**src/rtl/mmio_host_endpoint.sv**
```systemverilog
// mmio_host_endpoint
// Memory-mapped host endpoint for a multicore test harness. Each accepted
// command is decoded into hex-print, char-print or finish, steered to the core
// slot picked by address bits [3 +: L], and answered through a single-entry
// response buffer. A sticky per-core finish vector and an all-finished flag
// track program completion.
// Optional: define BP_HOST_TRACE_EN for a simulation-only console trace.
// Without it the block produces no simulation output, and the hardware is the
// same either way.
module mmio_host_endpoint #(
  parameter int num_core_p    = 4,
  parameter int paddr_width_p = 40,
  parameter int data_width_p  = 64,
  parameter int meta_width_p  = 16
) (
  input  logic                     clk_i,
  input  logic                     reset_n_i,
  input  logic [paddr_width_p-1:0] cmd_addr_i,
  input  logic [data_width_p-1:0]  cmd_data_i,
  input  logic [meta_width_p-1:0]  cmd_meta_i,
  input  logic                     cmd_v_i,
  output logic                     cmd_yumi_o,
  output logic [paddr_width_p-1:0] resp_addr_o,
  output logic [meta_width_p-1:0]  resp_meta_o,
  output logic [data_width_p-1:0]  resp_data_o,
  output logic                     resp_v_o,
  input  logic                     resp_ready_i,
  output logic [num_core_p-1:0]    hprint_v_o,
  output logic [num_core_p-1:0]    cprint_v_o,
  output logic [7:0]               print_data_o,
  output logic [num_core_p-1:0]    finish_v_o,
  output logic                     finish_fail_o,
  output logic [num_core_p-1:0]    program_finish_o,
  output logic                     all_finished_o
);

  localparam int LG = (num_core_p > 1) ? $clog2(num_core_p) : 1;
  localparam int DW = paddr_width_p - 12;
  localparam logic [DW-1:0] HPRINT_DEV = DW'(20'h00100);
  localparam logic [DW-1:0] CPRINT_DEV = DW'(20'h00101);
  localparam logic [DW-1:0] FINISH_DEV = DW'(20'h00102);

  logic [DW-1:0]           dev_addr;
  logic [LG-1:0]           core_idx;
  logic                    hprint_hit, cprint_hit, finish_hit;
  logic [num_core_p-1:0]   hprint_dec, cprint_dec, finish_dec;

  logic                     resp_full_q, resp_full_d;
  logic [paddr_width_p-1:0] resp_addr_q, resp_addr_d;
  logic [meta_width_p-1:0]  resp_meta_q, resp_meta_d;
  logic [num_core_p-1:0]    program_finish_q, program_finish_d;
  logic                     all_finished_q;

  // Only a few data/address bits drive logic; the rest are deliberately ignored.
  logic unused_bits;
  assign unused_bits = ^{cmd_data_i, cmd_addr_i};

  assign dev_addr   = cmd_addr_i[paddr_width_p-1:12];
  assign core_idx   = cmd_addr_i[3 +: LG];
  assign hprint_hit = (dev_addr == HPRINT_DEV);
  assign cprint_hit = (dev_addr == CPRINT_DEV);
  assign finish_hit = (dev_addr == FINISH_DEV);

  // Per-region one-hot core select; an index beyond the core count selects nobody.
  always_comb begin
    hprint_dec = '0;
    cprint_dec = '0;
    finish_dec = '0;
    for (int i = 0; i < num_core_p; i++) begin
      hprint_dec[i] = cmd_v_i & hprint_hit & (core_idx == LG'(i));
      cprint_dec[i] = cmd_v_i & cprint_hit & (core_idx == LG'(i));
      finish_dec[i] = cmd_v_i & finish_hit & (core_idx == LG'(i));
    end
  end

  // No enqueue-on-dequeue bypass: a full buffer always stalls the command.
  assign cmd_yumi_o    = cmd_v_i & ~resp_full_q;
  assign hprint_v_o    = hprint_dec & {num_core_p{cmd_yumi_o}};
  assign cprint_v_o    = cprint_dec & {num_core_p{cmd_yumi_o}};
  assign finish_v_o    = finish_dec & {num_core_p{cmd_yumi_o}};
  assign print_data_o  = cmd_data_i[7:0];
  assign finish_fail_o = cmd_data_i[0];

  // Response buffer next state: fill on accept, drain on handshake, else hold.
  always_comb begin
    resp_full_d = resp_full_q;
    resp_addr_d = resp_addr_q;
    resp_meta_d = resp_meta_q;
    if (cmd_yumi_o) begin
      resp_full_d = 1'b1;
      resp_addr_d = cmd_addr_i;
      resp_meta_d = cmd_meta_i;
    end else if (resp_full_q && resp_ready_i) begin
      resp_full_d = 1'b0;
    end
  end

  assign program_finish_d = program_finish_q | finish_v_o;

  // Response buffer state and sticky finish tracking.
  always_ff @(posedge clk_i or negedge reset_n_i) begin
    if (!reset_n_i) begin
      resp_full_q      <= 1'b0;
      resp_addr_q      <= '0;
      resp_meta_q      <= '0;
      program_finish_q <= '0;
      all_finished_q   <= 1'b0;
    end else begin
      resp_full_q      <= resp_full_d;
      resp_addr_q      <= resp_addr_d;
      resp_meta_q      <= resp_meta_d;
      program_finish_q <= program_finish_d;
      all_finished_q   <= &program_finish_q;
    end
  end

  assign resp_v_o         = resp_full_q;
  assign resp_addr_o      = resp_addr_q;
  assign resp_meta_o      = resp_meta_q;
  assign resp_data_o      = '0;
  assign program_finish_o = program_finish_q;
  assign all_finished_o   = all_finished_q;

`ifdef BP_HOST_TRACE_EN
  // Console trace of strobed cores, sampled mid-cycle when inputs are settled.
  always @(negedge clk_i) begin
    for (int i = 0; i < num_core_p; i++) begin
      if (hprint_v_o[i]) $display("[CORE%0d PRT] %x", i, print_data_o);
      if (cprint_v_o[i]) begin
        $write("%c", print_data_o);
      end
      if (finish_v_o[i]) $display("[CORE%0d FSH] %s", i, finish_fail_o ? "FAIL" : "PASS");
    end
    if (all_finished_o) begin
      $display("All cores finished! Terminating...");
      $finish;
    end
  end
`else
`endif

endmodule

```
**config.mk**
```make
export PLATFORM = sky130hd
export DESIGN_NAME = mmio_host_endpoint
export DESIGN_NICKNAME = d
export VERILOG_FILES = /design/src/rtl/mmio_host_endpoint.sv
export SDC_FILE = /design/constraint.sdc
export NUM_CORES = 1
export LEC_CHECK = 0
export CAP_MARGIN = 5
export CORE_AREA = 2 2 106 108
export CTS_CLUSTER_DIAMETER = 50
export CTS_CLUSTER_SIZE = 40
export DETAILED_ROUTE_END_ITERATION = 8
export DIE_AREA = 0 0 108 110
export DONT_BUFFER_PORTS = 1
export PLACE_DENSITY_LB_ADDON = 0.25
export SLEW_MARGIN = 20
export SYNTH_ARGS = -nofsm -noshare
export SYNTH_HDL_FRONTEND = slang
export SYNTH_SLANG_ARGS = --single-unit
```
**constraint.sdc**
```tcl
create_clock -name clk_i -period 3 [get_ports clk_i]
set_clock_uncertainty 0.2 [all_clocks]
set_input_delay 0.3 -clock clk_i [delete_from_list [all_inputs] [get_ports clk_i]]
set_output_delay 0.3 -clock clk_i [all_outputs]
set_load 0.02 [all_outputs]
```
Word-level counts from Yosys, hierarchy flattened
Index checks and enable logic that the tools add are counted.

Equal/unequal tests: 6. Multiplexer cells: 2. Bitwise operators: 21. Reductions and logical operators: 4.

Operator list (count): equality test 28 x 9 -> 1 bit, second input constant (3); AND 1 bit (16); AND 4 bit (3); equality test 2 bit, second input constant (2); bitwise OR 4 bit (1); AND reduction 4 bit (1); equality test 2 x 1 -> 1 bit, second input constant (1); logical NOT 2 bit (1); 2-to-1 mux 1 bit (2); nonzero test 2 bit (1); logical AND 1 bit (1); inverter 1 bit (1).

Bits in registers: 62. Bits of input ports: 124. Word-level logic and storage cells: 38.

Depth between registers and ports, before layout
Gate-level depths: netlist of the first run.

Depth after elaboration: 5. Gate-level depth with buffers: 7. Depth with buffers taken out: 6.

Least setup slack after synthesis of the first run
Ideal clock, no wire load.

Path kind: input to output. Start point: in cmd_addr_i[29]. End point: out cprint_v_o[2]. Arrival: 1.532 ns. Data required time: 2.500 ns. Slack: 0.968 ns. Cell stages on the path: 4. Cells stage by stage: nor4_2 -> nand4_1 -> or4_4 -> nor2_1.

Longest elaborated chain between the ends: 4.

Ends and longest elaborated chain: start: declaration (RTL line 18) `input logic [paddr_width_p-1:0] cmd_addr_i,`; equality test 28 x 9 -> 1 bit (RTL line 61) `assign cprint_hit = (dev_addr == CPRINT_DEV);`; AND 1 bit (2 in series) (RTL line 71) `cprint_dec[i] = cmd_v_i & cprint_hit & (core_idx == LG'(i));`; AND 4 bit (RTL line 79) `assign cprint_v_o = cprint_dec & {num_core_p{cmd_yumi_o}};`; end: declaration (RTL line 29) `output logic [num_core_p-1:0] cprint_v_o,`.

Every way passes these cells.

Worst setup path in the final report of the first run
Start point: reg resp_full_q, in the netlist resp_v_o. End point: out finish_v_o[1].

Longest elaborated chain between the ends: 3.

Ends and longest elaborated chain: start: declaration (RTL line 48) `logic resp_full_q, resp_full_d;`; start signal: assignment (RTL line 109) `resp_full_q <= resp_full_d;`; inverter 1 bit (RTL line 77) `assign cmd_yumi_o = cmd_v_i & ~resp_full_q;`; AND 1 bit (RTL line 77); AND 4 bit (RTL line 80) `assign finish_v_o = finish_dec & {num_core_p{cmd_yumi_o}};`; end: declaration (RTL line 31) `output logic [num_core_p-1:0] finish_v_o,`.

Every way passes these cells.

==> impl_metrics.py, run 1 <==
metrics = {
    "run_status": {
        "status": "finished clean",
    },
    "clock_tree": {
        "clockBufferDepth": 2,
        "clk_latency_ns": 0.32,
        "clk_pin_slew_ns": 0.06,
        "cts_tree": "built",
        "htreeDepth": 3,
        "numCtsBuffers": 9,
        "postCtsSetupBuffers": 0,
        "cts_sinks": 62,
        "root_buffer": "clkbuf_8",
    },
    "die": {
        "coreArea_mm2": 0.01070,
        "start_util_pct": 28.85,
        "die_w_um": 108,
        "pin_count": 272,
        "die-height_um": 110,
        "die_area_mm2": 0.01188,
        "rows": 38,
    },
    "drt": {
        "drc": 0,
        "postRouteAntennaNets": 0,
        "vias_per_cell": 4.039,
        "wirelength_um": 7735,
        "wire_per_inst_um": 13.81,
        "detail_route.first_pass.iterations": 4,
        "vias": 2262,
        "drt_iter0_drc": 84,
    },
    "critical_path": {
        "end_kind": "output port",
        "crit_type": "reg2out",
        "cp-startpoint": "resp_v_o",
        "r2r-start": "resp_v_o",
        "path_max_fanout": 5,
        "required_ns": 2.50,
        "arrival_ns": 1.79,
        "worst_setup_path_start_kind": "flip-flop",
    },
    "timing": {
        "post-route-min-period_ns": 2.290,
        "max_freq_mhz": 436.6,
        "hold_viol_final": 0,
        "whs_ns": 0.04296,
        "relSlewSlack_pct": 57.92,
        "worst_pin_slew_ns": 0.6312,
        "finalCritPeriodShare_pct": 76.35,
        "slew_viol_final": 0,
        "grt_setup_unrepaired": "no",
        "setup_violations": 0,
        "setup_slack_ns": 0.7096,
        "fin_tns_setup_ns": 0,
    },
    "final_layout": {
        "final_cell_mix": "170 x nand2_1, 64 x conb_1, 62 x dfrtp_1",
        "fin_nets": 540,
        "diodes": 0,
        "final_cells": 560,
        "syn2layout_area_growth_pct": 21.85,
        "final_common_cell": "nand2_1",
        "drive_gt1_share_pct": 9.286,
        "utilization_pct": 35.16,
    },
    "logic_synthesis": {
        "yosysSeqAreaShare_pct": 50.26,
        "yosys_register_bits": 62,
        "synth_area_per_cell_um2": 8.574,
        "yosysWarnings": 0,
        "synth_cells": 360,
        "synth_area_mm2": 0.003087,
        "ys_types": 23,
    },
    "global_route": {
        "grt_pass1_wl_um": 11670,
        "globalRouteOverflowTotal": 0,
        "grt_max_degree": 63,
        "antenna_found_initial": 0,
        "grt_pass1_vias": 2351,
        "track_usage_pct": 12.89,
    },
    "worst_hold_path": {
        "worstHoldStart": "cmd_addr_i[3]",
        "hold_path.class": "in2reg",
    },
    "power_and_ir_drop": {
        "vdd_drop_max_v": 0.0002075,
        "powerDensity_mw_per_mm2": 637.2,
        "leakage_uw": 0.001937,
    },
    "placement": {
        "gp_congestion": 0.6846,
        "hpwl_um": 5018,
        "place_ws_ns": 0.6792,
        "placed_cells": 486,
        "io_buffers": 0,
    },
    "job": {
        "cap_violations": 0,
    },
}
worst max-delay path, stage by stage, from the launching register on:
cell	delay [ns]
dfrtp_1	0.46
inv_1	0.15
nand2_2	0.08
inv_2	0.08
nand2_1	0.08
or2_2	0.33
nor2_1	0.11
buf_4	0.15
metal layers:
metal | vias up | part of all wire, % | track usage [%]
met3 | 12 | 8.9 | 4.644
li1 | 1073 | - | -
met2 | 116 | 51 | 22.91
met1 | 1061 | 39 | 13.61
met5 | - | 0 | 0
met4 | 0 | 1.4 | 6.136
area by class of cell:
| class | instances | area (um2) |
|---|---|---|
| Fill cell | 1111 | 6937 |
| Sequential cell | 62 | 1551 |
| Multi-Input combinational cell | 273 | 1162 |
| Timing Repair Buffer | 68 | 675.6 |
| Tap cell | 140 | 175.2 |
| Clock buffer | 11 | 141.4 |
| Clock inverter | 4 | 47.55 |
| Inverter | 2 | 7.507 |
where the power goes:
part | total (uW) | switching (uW) | internal, uW
clock | 719 | 319 | 399
sequential | 1300 | 315 | 990
combinational | 373 | 243 | 130
synth_stat cells, drive strengths merged:
library cell / n / area share (%)
o21ai: 1 / 0.16
nand3: 3 / 0.49
or2: 2 / 0.41
nor4: 4 / 1.9
o21bai: 4 / 1.5
nor2: 14 / 1.7
nor3b: 1 / 0.24
clkbuf: 9 / 1.1
and4: 1 / 0.28
conb: 1 / 0.12
inv: 2 / 0.24
nand4: 2 / 0.41
buf: 77 / 18
or3: 3 / 0.65
nor4b: 1 / 0.77
nand2: 171 / 21
dfrtp: 62 / 50
or4: 1 / 0.36
nor3: 1 / 0.16
sequential cells by signal, summed over array words and instances, names as in the netlist:
name,flops
resp_addr_o,40
resp_meta_o,16
all_finished_o,1
program_finish_o,4
resp_v_o,1
logic make-up after synthesis:
| group | after synthesis | share of synthesized area, % |
|---|---|---|
| AOI/OAI and AO/OA | 5 | 1.621 |
| and+or+nand+nor | 204 | 28.17 |
| DFF | 62 | 50.26 |
| other | 1 | 0.1215 |
| buffers and inverters | 88 | 19.82 |
stage by stage:
step / total power (uW) / area [um2]
3_5_place_dp: 1616 / 2964
6_report: 2397 / 3761
3_3_place_gp: 1601 / 2964
2_1_floorplan: 1608 / 3323
4_1_cts: 2442 / 3761
5_1_grt: 2549 / 3761
final timing paths:
| path | to | slack, ns | depth (start not counted) |
|---|---|---|---|
| max in group asynchronous | resp_addr_o[32] | 1.98 | 2 |
| min | program_finish_o[0] | 0.04 | 2 |
| min in group asynchronous | resp_addr_o[24] | 0.29 | 2 |
| min reg2reg | resp_addr_o[8] | 0.43 | 2 |
| max reg2reg | resp_v_o | 1.24 | 4 |
| max | finish_v_o[1] | 0.71 | 7 |
what timing repair did:
action | CTS | global route
gates resized for setup | 0 | 0
endpoints found under the hold margin | 121 | 0
hold buffers | 59 | 0
Note: power is estimated with default switching activity, not from simulation.
==> run 2, diff against run 1 <==
- clock period: 3 -> 2.3 ns (I/O delays scaled with it)
==> impl_metrics.py, run 2 (synthesis results as in run 1) <==
metrics = {
    "critical_path": {
        "crit_family": "simple AND/OR/NAND/NOR gates",
        "r2r_cells": 6,
        "r2r-end": "resp_meta_o[15]",
        "crit_path_max_incr_delay_ns": 0.46,
        "end_kind": "output port",
        "r2r-start": "resp_v_o",
        "cp_slowest_cell": "dfrtp_2",
        "path_max_fanout": 4,
        "cp_num_buf_inv": 3,
        "arrival_ns": 1.72,
        "worst_setup_path_start_kind": "flip-flop",
        "reg2reg_slack_ns": 0.54,
        "crit_chain": "inv_1 -> nand2_2 -> inv_2 -> nand2_1 -> or2_2 -> nor2_1 -> buf_4",
        "required_ns": 1.87,
        "crit_type": "reg2out",
    },
    "clock_tree": {
        "root_buffer": "clkbuf_8",
        "clk_pin_slew_ns": 0.06,
        "numCtsBuffers": 9,
        "clockBufferDepth": 2,
        "htreeDepth": 3,
        "clk_latency_ns": 0.33,
        "cts_tree": "built",
        "cts_sinks": 62,
    },
    "drt": {
        "drc": 0,
        "vias": 2349,
        "drt_iter0_drc": 74,
        "vias_per_cell": 4.128,
        "postRouteAntennaNets": 0,
        "wire_per_inst_um": 13.30,
        "wirelength_um": 7569,
        "detail_route.first_pass.iterations": 4,
    },
    "power_and_ir_drop": {
        "power.internal_uw": 1878,
        "p_total_uw": 3022,
        "powerDensity_mw_per_mm2": 793.9,
        "leakage_uw": 0.001963,
        "vdd_drop_max_v": 0.0002934,
        "combPwrFrac_pct": 16.0,
        "power_switching_uw": 1144,
        "share_seq_of_total_power_pct": 56.4,
        "p_clk_share_pct": 27.6,
        "switching_share_pct": 37.86,
    },
    "final_layout": {
        "final_common_cell": "nand2_1",
        "fillCellCount": 1099,
        "fin_nets": 548,
        "final_cells": 569,
        "diodes": 0,
        "syn2layout_area_growth_pct": 23.31,
        "multi_input_area_mm2": 0.001162,
        "regArea_mm2": 0.001553,
        "utilization_pct": 35.58,
        "drive_gt1_share_pct": 10.72,
        "largest_reg_flops": 40,
        "final_cell_mix": "170 x nand2_1, 64 x conb_1, 61 x dfrtp_1",
    },
    "timing": {
        "post-route-min-period_ns": 2.152,
        "max_freq_mhz": 464.6,
        "hold_viol_final": 0,
        "setup_violations": 0,
        "relSlewSlack_pct": 58.40,
        "slew_viol_final": 0,
        "grt_setup_unrepaired": "no",
        "worst_pin_slew_ns": 0.6240,
        "finalCritPeriodShare_pct": 93.58,
        "fin_tns_setup_ns": 0,
    },
    "die": {
        "die_area_mm2": 0.01188,
        "coreArea_mm2": 0.01070,
        "start_util_pct": 28.85,
        "die_w_um": 108,
        "die-height_um": 110,
        "pin_count": 272,
        "rows": 38,
    },
    "job": {
        "cap_violations": 0,
    },
    "placement": {
        "hpwl_um": 4934,
        "gp_congestion": 0.7430,
        "io_buffers": 0,
        "placed_cells": 492,
    },
    "global_route": {
        "grt_max_degree": 63,
        "grt_pass1_wl_um": 11100,
        "grt_pass1_vias": 2268,
        "track_usage_pct": 12.31,
        "globalRouteOverflowTotal": 0,
        "antenna_found_initial": 0,
    },
    "run_status": {
        "status": "finished clean",
    },
    "worst_hold_path": {
        "min_delay_path_depth": 3,
        "hold_path_end": "program_finish_o[0]",
        "worstHoldStart": "cmd_v_i",
        "hold_path.class": "in2reg",
    },
}
[run 2: changes by cell type in the layout (fill, tap and decap cells not counted), sizes merged]
cell,before,now
buf,10,16
bufinv,1,0
clkbuf,11,12
clkinv,2,3
dlygate4sd3,58,60
[run 2: power groups by stage]
stage / Clock [uW] / Sequential, uW / Combinational [uW]
2_1_floorplan: 0 / 1670 / 427
3_3_place_gp: 0 / 1720 / 363
3_5_place_dp: 0 / 1720 / 377
4_1_cts: 885 / 1710 / 490
5_1_grt: 922 / 1730 / 557
6_report: 834 / 1700 / 484
[run 2: layout make-up]
type | count | area share [%]
Clock inverter | 4 | 0.5917
Timing Repair Buffer | 76 | 19.46
Clock buffer | 12 | 3.813
Sequential cell | 62 | 40.80
Tap cell | 140 | 4.602
Inverter | 2 | 0.1972
Multi-Input combinational cell | 273 | 30.54
[run 2: repair_timing]
item | 4_1_cts | 5_1_grt
hold buffers | 61 | 0
endpoints found under the setup margin | 0 | 2
resized for setup | 0 | 1
endpoints found under the hold margin | 123 | 0
setup buffers | 0 | 0
[run 2: worst max-delay path by stage]
stage | slack [ns] | to | cells past startpoint | start
after CTS | 0.08 | hprint_v_o[2] | 7 | resp_v_o
after detailed placement | 0.19 | cprint_v_o[2] | 5 | cmd_addr_i[33]
after global routing | 0.008 | finish_v_o[1] | 7 | resp_v_o
after global placement | 0.19 | cprint_v_o[3] | 5 | cmd_addr_i[33]
final | 0.15 | hprint_v_o[2] | 7 | resp_v_o
after floorplan | 0.40 | cprint_v_o[3] | 6 | resp_v_o
[run 2: worst min-delay path, stage by stage]
cell	delay, ns
nand2_2	0.05
or3_1	0.19
o21bai_2	0.07
[run 2: routing by layer]
| metal | vias to the layer above | part of all wire, % | wire, um | global-route usage [%] |
|---|---|---|---|---|
| met2 | 121 | 53 | 3976 | 21.97 |
| met3 | 12 | 9.1 | 686 | 4.292 |
| li1 | 1092 | - | - | - |
| met1 | 1124 | 37 | 2781 | 12.76 |
| met4 | 0 | 1.7 | 125 | 6.502 |
| met5 | - | 0 | 0 | 0 |
[run 2: metrics by stage]
stage / hold WS, ns / setup WS [ns] / area, um2
2_1_floorplan: -0.2656 / 0.4033 / 3323
3_3_place_gp: -0.2640 / 0.1920 / 3009
3_5_place_dp: -0.2637 / 0.1855 / 3009
4_1_cts: 0.03004 / 0.08466 / 3805
5_1_grt: 0.05681 / 0.007979 / 3806
6_report: 0.06495 / 0.1477 / 3806
==> run 3, diff against run 2 <==
- CORE_AREA: 2 2 106 108 -> 3 3 104 106
- DIE_AREA: 0 0 108 110 -> 0 0 107 109
==> impl_metrics.py, run 3 (synthesis results as in run 1) <==
metrics = {
    "run_status": {
        "status": "finished clean",
    },
    "final_layout": {
        "final_common_cell": "nand2_1",
        "syn2layout_area_growth_pct": 24.04,
        "largest_reg_flops": 40,
        "final_cells": 561,
        "drive_gt1_share_pct": 10.51,
        "final_cell_mix": "170 x nand2_1, 64 x conb_1, 61 x dfrtp_1",
        "fin_nets": 549,
        "diodes": 0,
    },
    "placement": {
        "hpwl_um": 5158,
        "placed_cells": 486,
        "io_buffers": 0,
        "gp_congestion": 0.6849,
        "place_ws_ns": 0.1713,
    },
    "timing": {
        "hold_viol_final": 0,
        "finalCritPeriodShare_pct": 92.86,
        "slew_viol_final": 0,
        "post-route-min-period_ns": 2.136,
        "fin_tns_setup_ns": 0,
        "setup_slack_ns": 0.1642,
        "setup_violations": 0,
        "max_freq_mhz": 468.2,
        "grt_setup_unrepaired": "no",
    },
    "global_route": {
        "grtUsageMet1_pct": 15.37,
        "globalRouteMet2Util_pct": 23.11,
        "grtUsageMet3_pct": 4.559,
        "top_usage_layer": "met2",
        "grt_pass1_wl_um": 12050,
        "antenna_found_initial": 0,
        "track_usage_pct": 13.60,
        "grt_max_degree": 63,
        "grt_pass1_vias": 2314,
        "globalRouteOverflowTotal": 0,
    },
    "critical_path": {
        "cp_num_buf_inv": 3,
        "required_ns": 1.87,
        "r2r_cells": 6,
        "arrival_ns": 1.71,
        "r2r-end": "resp_addr_o[3]",
        "reg2reg_slack_ns": 0.61,
        "path_max_fanout": 5,
        "end_kind": "output port",
        "crit_chain": "inv_1 -> nand2_2 -> inv_2 -> nand2_1 -> or2_2 -> nor2_1 -> buf_4",
        "crit_family": "simple AND/OR/NAND/NOR gates",
        "cp_slowest_cell": "dfrtp_2",
        "worst_setup_path_start_kind": "flip-flop",
        "r2r-start": "resp_v_o",
        "crit_type": "reg2out",
        "crit_path_max_incr_delay_ns": 0.46,
    },
    "drt": {
        "drc": 0,
        "detail_route.first_pass.iterations": 4,
        "vias_per_cell": 4.134,
        "postRouteAntennaNets": 0,
        "drt_iter0_drc": 131,
        "wire_per_inst_um": 14.37,
        "wirelength_um": 8064,
        "vias": 2319,
    },
    "power_and_ir_drop": {
        "switching_share_pct": 35.71,
        "vdd_drop_max_v": 0.0003257,
        "p_clk_share_pct": 30.1,
        "power_switching_uw": 1120,
        "share_seq_of_total_power_pct": 54.2,
        "p_total_uw": 3138,
        "combPwrFrac_pct": 15.7,
        "power.internal_uw": 2018,
        "powerDensity_mw_per_mm2": 819.6,
        "leakage_uw": 0.001980,
    },
    "clock_tree": {
        "root_buffer": "clkbuf_8",
        "cts_tree": "built",
        "htreeDepth": 3,
        "clockBufferDepth": 2,
        "numCtsBuffers": 9,
        "clk_latency_ns": 0.32,
        "cts_sinks": 62,
        "clk_pin_slew_ns": 0.06,
    },
    "worst_hold_path": {
        "worstHoldStart": "cmd_v_i",
        "min_delay_path_depth": 3,
        "hold_path.class": "in2reg",
        "hold_path_end": "program_finish_o[0]",
    },
    "die": {
        "start_util_pct": 31.29,
        "rows": 36,
        "die-height_um": 109,
        "coreArea_mm2": 0.009864,
        "die_area_mm2": 0.01166,
        "die_w_um": 107,
        "pin_count": 272,
    },
    "job": {
        "cap_violations": 0,
    },
}
## run 3: final cells by class
cell class,count,area [um2]
Multi-Input combinational cell,273,1165
Timing Repair Buffer,77,748.2
Tap cell,133,166.4
Clock inverter,1,30.03
Sequential cell,62,1553
Fill cell,976,6036
Inverter,2,7.507
Clock buffer,13,158.9
## run 3: per-stage QoR
step                      area, um2  utilization [%]  hold slack, ns
after floorplan                3323                -         -0.2656
after global placement         3008            30.49         -0.2642
after detailed placement       3008            30.49         -0.2641
after CTS                      3825            38.77         0.05985
after global routing           3829            38.81          0.1001
final                          3829            38.81         0.09165
## run 3: per-layer routing
layer  vias up  part of all wire [%]
li1       1098                     -
met1      1089                    38
met2       119                    51
met3        13                   9.0
met4         0                   1.3
met5         -                     0
## run 3: worst min-delay path, delay by kind of cell
kind | cells | cell delay [ns]
AND/OR/NAND/NOR | 2 | 0.28
AO/OA/AOI/OAI | 1 | 0.07
## run 3: worst max path at each step
| stage | cells after the start | endpoint | slack, ns | startpoint |
|---|---|---|---|---|
| 5_1_grt | 7 | hprint_v_o[2] | 0.02 | resp_v_o |
| 2_1_floorplan | 6 | cprint_v_o[3] | 0.40 | resp_v_o |
| 6_report | 7 | finish_v_o[2] | 0.16 | resp_v_o |
| 3_3_place_gp | 5 | cprint_v_o[3] | 0.18 | cmd_addr_i[33] |
| 3_5_place_dp | 5 | cprint_v_o[3] | 0.17 | cmd_addr_i[33] |
| 4_1_cts | 7 | finish_v_o[1] | 0.07 | resp_v_o |
## run 3: power by group through the flow
stage	Combinational [uW]	Sequential [uW]	Clock [uW]
5_1_grt	564	1730	1050
2_1_floorplan	427	1670	0
6_report	493	1700	944
3_3_place_gp	366	1730	0
3_5_place_dp	381	1720	0
4_1_cts	493	1710	996
## run 3: repair_timing
action                                  CTS  global route
hold endpoints to repair                123             0
endpoints found under the setup margin    0             5
buffers inserted                          0             0
resized for setup                         0             2
hold buffers                             61             0
